===== src/rtl/lcd_pkg.sv =====
// Shared definitions for the character-LCD bus scheduler: FSM state encoding,
// HD44780 command bytes and the long-execution command classifier.
package lcd_pkg;

   typedef enum logic [2:0] {
      ST_POWERUP = 3'd0,
      ST_IDLE    = 3'd1,
      ST_SETUP   = 3'd2,
      ST_EHIGH   = 3'd3,
      ST_HOLD    = 3'd4,
      ST_WAIT    = 3'd5
   } lcd_state_e;

   localparam logic [7:0] CMD_CLEAR     = 8'h01;
   localparam logic [7:0] CMD_HOME      = 8'h02;
   // The controller ignores bit 0 of return-home, so 0x03 is also a home command.
   localparam logic [7:0] CMD_HOME_ALT  = 8'h03;
   localparam logic [7:0] CMD_ENTRY     = 8'h06;
   localparam logic [7:0] CMD_DISP_ON   = 8'h0E;
   localparam logic [7:0] CMD_FUNC_8B2L = 8'h38;

   function automatic logic is_long_cmd(input logic rs, input logic [7:0] data);
      logic long_s;
      long_s = 1'b0;
      if (!rs) begin
         case (data)
            CMD_CLEAR, CMD_HOME, CMD_HOME_ALT: long_s = 1'b1;
            default:                           long_s = 1'b0;
         endcase
      end else begin
         long_s = 1'b0;
      end
      return long_s;
   endfunction

   function automatic int max_of(input int a, input int b);
      return (a > b) ? a : b;
   endfunction

endpackage


===== src/rtl/lcd_rr_arb.sv =====
// Two-way round-robin requester selection with an ownership lock that pins
// the selection to the current grant holder for atomic multi-byte sequences.
module lcd_rr_arb
   import lcd_pkg::*;
(
   input  logic [1:0] valid_i,
   input  logic       lock_i,
   input  logic [1:0] grant_i,
   input  logic       idle_i,
   output logic       sel_o,
   output logic [1:0] ready_o
);

   // Selection priority: lock owner, then the requester not last granted, then whoever is valid.
   always_comb begin
      sel_o   = 1'b0;
      ready_o = 2'b00;
      if (lock_i) begin
         sel_o = grant_i[1];
      end else if (valid_i == 2'b11) begin
         sel_o = grant_i[0];
      end else if (valid_i[1]) begin
         sel_o = 1'b1;
      end else begin
         sel_o = 1'b0;
      end
      ready_o[1] = idle_i & valid_i[1] & sel_o;
      ready_o[0] = idle_i & valid_i[0] & ~sel_o;
   end

endmodule


===== src/rtl/lcd_bus_sched.sv =====
// Timed LCD bus scheduler: arbitrates two requesters and sequences one
// setup / enable-high / hold / execution-wait frame per accepted byte.
module lcd_bus_sched
   import lcd_pkg::*;
#(
   parameter int POWERUP_CYC    = 750000,
   parameter int SETUP_CYC      = 2,
   parameter int E_HIGH_CYC     = 12,
   parameter int HOLD_CYC       = 1,
   parameter int SHORT_WAIT_CYC = 1850,
   parameter int LONG_WAIT_CYC  = 76000
) (
   input  logic        CLK,
   input  logic        RST_N,
   input  logic [1:0]  req_valid,
   input  logic [1:0]  req_rs,
   input  logic [15:0] req_data,
   input  logic [1:0]  req_lock,
   output logic [1:0]  req_ready,
   output logic        busy,
   output logic [1:0]  grant,
   output logic        LCD_E,
   output logic        LCD_RS,
   output logic [7:0]  LCD_DATA
);

   localparam int MAX_CYC = max_of(max_of(max_of(POWERUP_CYC, SETUP_CYC),
                                          max_of(E_HIGH_CYC, HOLD_CYC)),
                                   max_of(SHORT_WAIT_CYC, LONG_WAIT_CYC));
   localparam int CNT_W   = $clog2(MAX_CYC) + 1;

   // A phase of n cycles loads n-1 and ends on the cycle the counter reads zero.
   function automatic logic [CNT_W-1:0] load_val(input int n);
      logic [CNT_W-1:0] v;
      if (n > 0) begin
         v = CNT_W'(n - 1);
      end else begin
         v = {CNT_W{1'b0}};
      end
      return v;
   endfunction

   localparam logic [CNT_W-1:0] PU_LD    = load_val(POWERUP_CYC);
   localparam logic [CNT_W-1:0] SETUP_LD = load_val(SETUP_CYC);
   localparam logic [CNT_W-1:0] EHIGH_LD = load_val(E_HIGH_CYC);
   localparam logic [CNT_W-1:0] HOLD_LD  = load_val(HOLD_CYC);
   localparam logic [CNT_W-1:0] SHORT_LD = load_val(SHORT_WAIT_CYC);
   localparam logic [CNT_W-1:0] LONG_LD  = load_val(LONG_WAIT_CYC);
   localparam logic [CNT_W-1:0] CNT_ONE  = {{(CNT_W-1){1'b0}}, 1'b1};
   localparam logic             SHORT_NONE = (SHORT_WAIT_CYC == 0);
   localparam logic             LONG_NONE  = (LONG_WAIT_CYC == 0);

   lcd_state_e       state_q, state_d;
   logic [CNT_W-1:0] cnt_q, cnt_d;
   logic [1:0]       grant_q, grant_d;
   logic             lock_q, lock_d;
   logic             rs_q, rs_d;
   logic [7:0]       data_q, data_d;
   logic             lcd_e_q;
   logic             busy_q;

   logic             sel_s;
   logic [1:0]       ready_s;
   logic             accept_s;
   logic             cnt_zero_s;
   logic             wait_long_s;
   logic [7:0]       sel_data_s;

   lcd_rr_arb u_arb (
      .valid_i (req_valid),
      .lock_i  (lock_q),
      .grant_i (grant_q),
      .idle_i  (state_q == ST_IDLE),
      .sel_o   (sel_s),
      .ready_o (ready_s)
   );

   assign accept_s    = |(req_valid & ready_s);
   assign sel_data_s  = sel_s ? req_data[15:8] : req_data[7:0];
   assign cnt_zero_s  = (cnt_q == {CNT_W{1'b0}});
   assign wait_long_s = is_long_cmd(rs_q, data_q);

   // Next-state, counter reload and accept-time capture of the transfer.
   always_comb begin
      state_d = state_q;
      cnt_d   = cnt_zero_s ? cnt_q : (cnt_q - CNT_ONE);
      grant_d = grant_q;
      lock_d  = lock_q;
      rs_d    = rs_q;
      data_d  = data_q;
      case (state_q)
         ST_POWERUP: begin
            if (cnt_zero_s) begin
               state_d = ST_IDLE;
            end else begin
               state_d = ST_POWERUP;
            end
         end
         ST_IDLE: begin
            if (accept_s) begin
               state_d = ST_SETUP;
               cnt_d   = SETUP_LD;
               grant_d = sel_s ? 2'b10 : 2'b01;
               lock_d  = req_lock[sel_s];
               rs_d    = req_rs[sel_s];
               data_d  = sel_data_s;
            end else begin
               state_d = ST_IDLE;
            end
         end
         ST_SETUP: begin
            if (cnt_zero_s) begin
               state_d = ST_EHIGH;
               cnt_d   = EHIGH_LD;
            end else begin
               state_d = ST_SETUP;
            end
         end
         ST_EHIGH: begin
            if (cnt_zero_s) begin
               state_d = ST_HOLD;
               cnt_d   = HOLD_LD;
            end else begin
               state_d = ST_EHIGH;
            end
         end
         ST_HOLD: begin
            if (cnt_zero_s) begin
               if (wait_long_s ? LONG_NONE : SHORT_NONE) begin
                  state_d = ST_IDLE;
               end else begin
                  state_d = ST_WAIT;
                  cnt_d   = wait_long_s ? LONG_LD : SHORT_LD;
               end
            end else begin
               state_d = ST_HOLD;
            end
         end
         ST_WAIT: begin
            if (cnt_zero_s) begin
               state_d = ST_IDLE;
            end else begin
               state_d = ST_WAIT;
            end
         end
         default: begin
            state_d = ST_POWERUP;
            cnt_d   = PU_LD;
         end
      endcase
   end

   // State, counter and registered pin drive; reset drops LCD_E immediately.
   always_ff @(posedge CLK or negedge RST_N) begin
      if (!RST_N) begin
         state_q <= ST_POWERUP;
         cnt_q   <= PU_LD;
         grant_q <= 2'b00;
         lock_q  <= 1'b0;
         rs_q    <= 1'b0;
         data_q  <= 8'h00;
         lcd_e_q <= 1'b0;
         busy_q  <= 1'b1;
      end else begin
         state_q <= state_d;
         cnt_q   <= cnt_d;
         grant_q <= grant_d;
         lock_q  <= lock_d;
         rs_q    <= rs_d;
         data_q  <= data_d;
         lcd_e_q <= (state_d == ST_EHIGH);
         busy_q  <= (state_d != ST_IDLE);
      end
   end

   assign req_ready = ready_s;
   assign busy      = busy_q;
   assign grant     = grant_q;
   assign LCD_E     = lcd_e_q;
   assign LCD_RS    = rs_q;
   assign LCD_DATA  = data_q;

endmodule


===== config.mk =====
export PLATFORM = sky130hd
export DESIGN_NAME = lcd_bus_sched
export DESIGN_NICKNAME = d
export VERILOG_FILES = /design/src/rtl/lcd_pkg.sv /design/src/rtl/lcd_rr_arb.sv /design/src/rtl/lcd_bus_sched.sv
export SDC_FILE = /design/constraint.sdc
export NUM_CORES = 1
export LEC_CHECK = 0
export CAP_MARGIN = 15
export CORE_MARGIN = 3
export CORE_UTILIZATION = 40
export DETAILED_ROUTE_END_ITERATION = 8
export HOLD_SLACK_MARGIN = 0.1
export PLACE_DENSITY = 0.61
export REMOVE_ABC_BUFFERS = 1
export SYNTH_ARGS = -nofsm -noshare
export SYNTH_HDL_FRONTEND = slang
export SYNTH_HIERARCHICAL = 1
export SYNTH_SLANG_ARGS = --single-unit

===== constraint.sdc =====
create_clock -name CLK -period 3 [get_ports CLK]
set_input_delay 0.45 -clock CLK [delete_from_list [all_inputs] [get_ports CLK]]
set_output_delay 0.45 -clock CLK [all_outputs]
set_load 0.02 [all_outputs]

== After elaboration in Yosys (flattened, before gate mapping) ==
Cells that the tools add are included.

* Bits in registers: 38
* Input port bits: 24
* Output and inout bits: 15

* Add/subtract/negate cells: 1
* Muxes and demuxes: 25
* Bitwise logic cells: 6
* Magnitude comparators: 1
* Reduce and logical (&&, ||, !) cells: 6
* Eq/ne operators: 11

{| class="wikitable"
|+ Operators with widths
! cell !! count
|-
| $mux W21 || 5
|-
| $pmux W21 S5 || 1
|-
| $logic_not A21 Y1 || 1
|-
| $sub A21 B1 Y21 const B || 1
|-
| $pmux W3 S6 || 1
|-
| $mux W17 || 1
|-
| $eq A8 B2 Y1 const B || 2
|-
| $mux W1 || 12
|-
| $eq A3 B2 Y1 const B || 3
|-
| $eq A8 B1 Y1 const B || 1
|-
| $mux W8 || 1
|-
| $eq A3 B3 Y1 const B || 2
|-
| $mux W3 || 2
|-
| $and A1 B1 Y1 || 4
|-
| $mux W2 || 2
|-
| $reduce_or A2 Y1 || 2
|-
| $eq A3 B1 Y1 const B || 1
|-
| $logic_not A3 Y1 || 1
|-
| $ne A3 B1 Y1 const B || 1
|-
| $reduce_or A3 Y1 || 1
|-
| $and A2 B2 Y2 || 1
|-
| $eq A2 B2 Y1 const B || 1
|-
| $lt A1 B2 Y1 const B || 1
|-
| $reduce_and A2 Y1 || 1
|-
| $not A1 Y1 || 1
|}

== Depth between registers and ports, before layout ==
* Depth after elaboration: 10
* Mapped depth: 10
* Depth with buffers taken out: 10

== Cells and area by module ==
Netlist, hierarchy kept.

{| class="wikitable"
|+ Modules (own cells, without submodules)
! module !! area each (µm²) !! instances !! cells an instance
|-
| lcd_bus_sched || 2190.9 || 1 || 233
|-
| lcd_rr_arb || 72.6 || 1 || 10
|}

== Worst setup path before layout ==
OpenSTA, ideal clock, no wires.

* Path kind: register to register
* From: register cnt_q[0]
* To: register cnt_q[0]
* Required time: 2910 ps
* Path slack: 406 ps
* Clock period less this slack: 2594 ps
* Cell stages (with the launch flop): 11
* Library setup time: 90 ps
* Data arrival time: 2504 ps
* Cells stage by stage: dfstp_2 > inv_1 > ha_1 > nor4b_1 > nand3_1 > nor3_4 > inv_2 > ha_1 > o21ai_0 > a2111oi_0 > nor2_1

* Longest elaborated chain between the ends: 4
* Elaborated cells between the ends (all ways): 8
* Those cells by class: 1 x add/sub; 6 x mux; 1 x reduce/logical

{| class="wikitable"
|+ RTL lines
! what !! RTL line !! RTL
|-
| start, declared || lcd_bus_sched.sv:54 || <nowiki>logic [CNT_W-1:0] cnt_q, cnt_d;</nowiki>
|-
| start signal, assigned || lcd_bus_sched.sv:166 || <nowiki>cnt_q <= cnt_d;</nowiki>
|-
| $sub A21 B1 Y21 / $logic_not A21 Y1 (equally long branches) || lcd_bus_sched.sv:86, lcd_bus_sched.sv:80 ||
|-
| $mux W21 || lcd_bus_sched.sv:86 || <nowiki>cnt_d = cnt_zero_s ? cnt_q : (cnt_q - CNT_ONE);</nowiki>
|-
| $mux W21 (on tied branches) || -- ||
|-
| $pmux W21 S5 * || lcd_bus_sched.sv:91 || <nowiki>case (state_q)</nowiki>
|-
| net cnt_d[0] || lcd_bus_sched.sv:54 ||
|}

Mark *: on every way through the listed nets, which the timed path passes. The rest lies on a longest branch.
A chain may end at the register's enable or synchronous reset.

== Final worst setup path ==
Same ends and word-level chain as after synthesis.

==> results.txt <==
----------------------------------------------------
[CTS]
  Clock transition at the registers of the reported paths ... 0.08 ns
  Clock tree from TritonCTS ... built
  Total setup buffers inserted after CTS ... 0
  Clock sink count ... 38
  Clock root buffer ... sky130_fd_sc_hd__clkbuf_8
  Insertion delay to the later sink of the worst-skew pair ... 0.29 ns
  Num CTS Buffers ... 5
  Buffer depth of the longest clock path ... 2
  Total of cells resized after clock tree synthesis ... 0
  Number of H-tree levels ... 2
  Total of hold buffers inserted after clock tree synthesis ... 0

[Worst setup path]
  Kind of end point of the critical path ... flop
  Kind of start point of the critical path ... flop
  CP peak stage delay ... 0.44 ns
  Most frequent CP cell ... sky130_fd_sc_hd__ha_1
  Crit-path leading delay family ... simple AND/OR/NAND/NOR gates
  Worst-path fanout max ... 7
  CP arrival ... 2.81 ns
  Crit-path slowest cell ... sky130_fd_sc_hd__nor4b_1
  Worst path cell trace ... inv_1, ha_1, nor4b_1, nand3_1, nor3_4, inv_2, ha_1, o21ai_0, a2111oi_0, nor2_1
  CP Data Required Time ... 3.21 ns
  Combined buffer and inverter count along the critical path ... 2
  Category of the most critical setup path ... reg -> reg

[Floorplanning]
  Die Height ... 81.23 um
  Number of core rows ... 26
  Die Area ... 0.006598 mm2
  Area of the placeable core ... 0.005303 mm2
  Starting density of the core ... 42.69%
  Number of placed I/O pins ... 39
  Overall die width ... 81.23 um

[Logic synthesis]
  EDFF count, synth ... 0
  Post-Synthesis Cell Area ... 0.002263 mm2
  Dominant cells by area after synthesis ... sky130_fd_sc_hd__dfrtp_1 27%, sky130_fd_sc_hd__dfstp_2 16%, sky130_fd_sc_hd__mux2i_1 4.9%, sky130_fd_sc_hd__o21ai_0 4.9%, sky130_fd_sc_hd__nand2_1 3.8%
  Fraction of synthesis flops using an asynchronous set or reset pin ... 100.0%
  Yosys synthesis warning count ... 6
  Fraction of the yosys area taken by sequential cells ... 42.79%
  Synthesized netlist cell count ... 243
  Cell type with the highest aggregate area in the netlist ... sky130_fd_sc_hd__dfrtp_1
  Flop and latch count out of synthesis ... 38
  Mean cell area of the mapped netlist ... 9.314 um2
  Most used flip-flop cell after synthesis ... sky130_fd_sc_hd__dfrtp_1
  Yosys cell types ... 54
  Post-synth top area share ... 26.53%

[Timing]
  Final-layout worst hold slack ... 0.2470 ns
  Setup repair after global routing missed its margin ... no
  Final setup TNS ... 0 ns
  Max-slew headroom ... 43.34%
  Pin slew with the least headroom to its limit ... 0.8499 ns
  Time the worst path needs with I/O delays and setup ... 2.602 ns
  Share of the cycle needed by the critical path after routing ... 86.72%
  Maximum achievable frequency ... 0.3844 GHz
  Final setup vio count ... 0
  Final hold vios ... 0
  Final worst clock skew ... 0.006890 ns
  Max-slew violations ... 0

[Route]
  Violation count after the first detailed-route iteration ... 131
  Routed wire per std cell ... 15.85 um
  Final ANT Viol Nets ... 0
  Total DRC errors in the routed layout ... 0
  Via-per-instance ratio ... 5.420
  Total via count after detailed routing ... 1935
  Length of the first detailed-routing pass in iterations ... 4
  Routed wire length ... 5658 um

[GRT]
  Overall fraction of global-route tracks in use ... 18.95%
  Leftover overflow at the end of global routing ... 0
  Antenna violations before repair ... 0
  Wire length of the first global-routing pass ... 9528 um
  Via count of the first global-routing pass ... 1886
  Maximum number of pins on one net before global-route repair ... 39

[Status]
  Outcome ... complete, no violations

[Layout]
  Most common library cell in the layout ignoring fill and taps ... sky130_fd_sc_hd__clkdlybuf4s50_1
  Commonest cells after routing, fill and taps aside ... 37 x sky130_fd_sc_hd__clkdlybuf4s50_1, 24 x sky130_fd_sc_hd__dfrtp_1, 23 x sky130_fd_sc_hd__nand2_1
  Area added between synthesis and finish ... 26.42%
  Layout Nets ... 314
  Share of final-layout standard cells stronger than drive strength 1 ... 16.38%
  Final-layout fill cell count ... 498
  Antenna fix cells ... 0

[Power]
  Total leakage power ... 0.001102 uW
  Final Power ... 998.5 uW
  Power density relative to cell area ... 349.0 mW/mm2
  Largest vdd supply drop ... 0.1919 mV

[Min path]
  Worst hold path class ... in -> async

[Placement]
  Post-detailed-placement half-perimeter wirelength ... 4152 um
  Number of I/O port buffers ... 38
  Global placement routability congestion ... 0.8551

[Flow run]
  Reported max-cap violation count ... 0

----------------------------------------------------
-- worst paths after layout --
kind                              from          end  slack (ns)  cells past startpoint
setup / recovery              cnt_q[0]     cnt_q[0]        0.40                     10
hold / removal                   RST_N       lock_q        0.25                      1
setup reg to reg              cnt_q[0]     cnt_q[0]        0.40                     10
hold reg to reg            LCD_DATA[6]  LCD_DATA[6]        0.51                      2
max in group asynchronous        RST_N        LCD_E        2.20                      1
min in group CLK           LCD_DATA[6]  LCD_DATA[6]        0.51                      2
-- worst register-to-register path, cell delays in order (launching register included) --
cell                        delay, ns
sky130_fd_sc_hd__dfstp_2         0.38
sky130_fd_sc_hd__inv_1           0.10
sky130_fd_sc_hd__ha_1            0.15
sky130_fd_sc_hd__nor4b_1         0.44
sky130_fd_sc_hd__nand3_1         0.23
sky130_fd_sc_hd__nor3_4          0.24
sky130_fd_sc_hd__inv_2           0.11
sky130_fd_sc_hd__ha_1            0.30
sky130_fd_sc_hd__o21ai_0         0.08
sky130_fd_sc_hd__a2111oi_0       0.41
sky130_fd_sc_hd__nor2_1          0.09
-- sequential cells by signal (all words and copies together), names as in the netlist --
register,count
lock_q,1
state_q,3
LCD_RS,1
LCD_DATA,8
grant,2
busy,1
cnt_q,21
LCD_E,1
-- cells in the mapped netlist, types with 2 or more instances --
master	count
sky130_fd_sc_hd__a21boi_0	2
sky130_fd_sc_hd__a2111oi_0	2
sky130_fd_sc_hd__xor2_1	9
sky130_fd_sc_hd__and2_1	2
sky130_fd_sc_hd__nand3_1	9
sky130_fd_sc_hd__dfstp_2	14
sky130_fd_sc_hd__a31oi_1	2
sky130_fd_sc_hd__and3_1	2
sky130_fd_sc_hd__nand4_1	2
sky130_fd_sc_hd__nor4_2	2
sky130_fd_sc_hd__a211oi_1	4
sky130_fd_sc_hd__mux2i_1	11
sky130_fd_sc_hd__buf_2	3
sky130_fd_sc_hd__a21o_1	2
sky130_fd_sc_hd__nor4_1	5
sky130_fd_sc_hd__o21ai_1	4
sky130_fd_sc_hd__nand2_1	23
sky130_fd_sc_hd__o21ai_0	22
sky130_fd_sc_hd__or3_1	2
sky130_fd_sc_hd__ha_1	4
sky130_fd_sc_hd__inv_1	5
sky130_fd_sc_hd__o211ai_1	3
sky130_fd_sc_hd__or4_1	6
sky130_fd_sc_hd__o31ai_1	2
sky130_fd_sc_hd__o21a_1	4
sky130_fd_sc_hd__nand2b_1	5
sky130_fd_sc_hd__nor3b_1	2
sky130_fd_sc_hd__nor2_1	17
sky130_fd_sc_hd__clkbuf_1	8
sky130_fd_sc_hd__nor3_1	6
sky130_fd_sc_hd__o2111a_1	3
sky130_fd_sc_hd__a31o_2	2
sky130_fd_sc_hd__dfrtp_1	24
sky130_fd_sc_hd__o22ai_1	2
sky130_fd_sc_hd__nor2b_1	2
sky130_fd_sc_hd__a21oi_1	8
-- cell families after synthesis --
kind of cell             share of synthesized area (%)
flip-flops                                       42.79
AO/OA/AOI/OAI                                    19.90
buffers and inverters                            3.151
XOR/XNOR                                         3.870
multiplexers                                     5.362
AND/OR/NAND/NOR                                  22.72
adder cells (fa/ha/maj)                          2.211
-- power by group --
part | total [uW] | switching (uW) | internal [uW]
clock network | 431 | 187 | 245
logic | 54.2 | 21.0 | 33.2
registers | 513 | 0 | 513
total | 999 | 208 | 791
-- metal layers --
metal	vias to the layer above	GRT usage, %	routed length, um
met5	-	0	0
met4	0	4.054	13
met3	2	4.656	236
met2	42	27.50	2488
met1	907	28.39	2919
li1	984	-	-
-- stage by stage --
step           area [um2]  worst slack (ns)  util (%)  cells
2_1_floorplan        2215            0.3955         -    231
3_3_place_gp         2753            0.4396     51.91    349
3_5_place_dp         2753            0.4229     51.91    349
4_1_cts              2861            0.4243     53.96    357
5_1_grt              2861          0.008836     53.96    357
6_report             2861            0.3985     53.96    357
-- layout make-up --
| class | instances | area [um2] | share of cell area [%] |
|---|---|---|---|
| clock buffer | 5 | 68.82 | 2.405 |
| clock inverter | 3 | 40.04 | 1.399 |
| inverter | 6 | 22.52 | 0.7871 |
| multi-input combinational | 187 | 1224 | 42.76 |
| sequential | 38 | 968.4 | 33.84 |
| tap | 70 | 87.58 | 3.061 |
| timing repair buffer | 48 | 450.4 | 15.74 |
No activity file was read; power rests on OpenSTA's default activity.
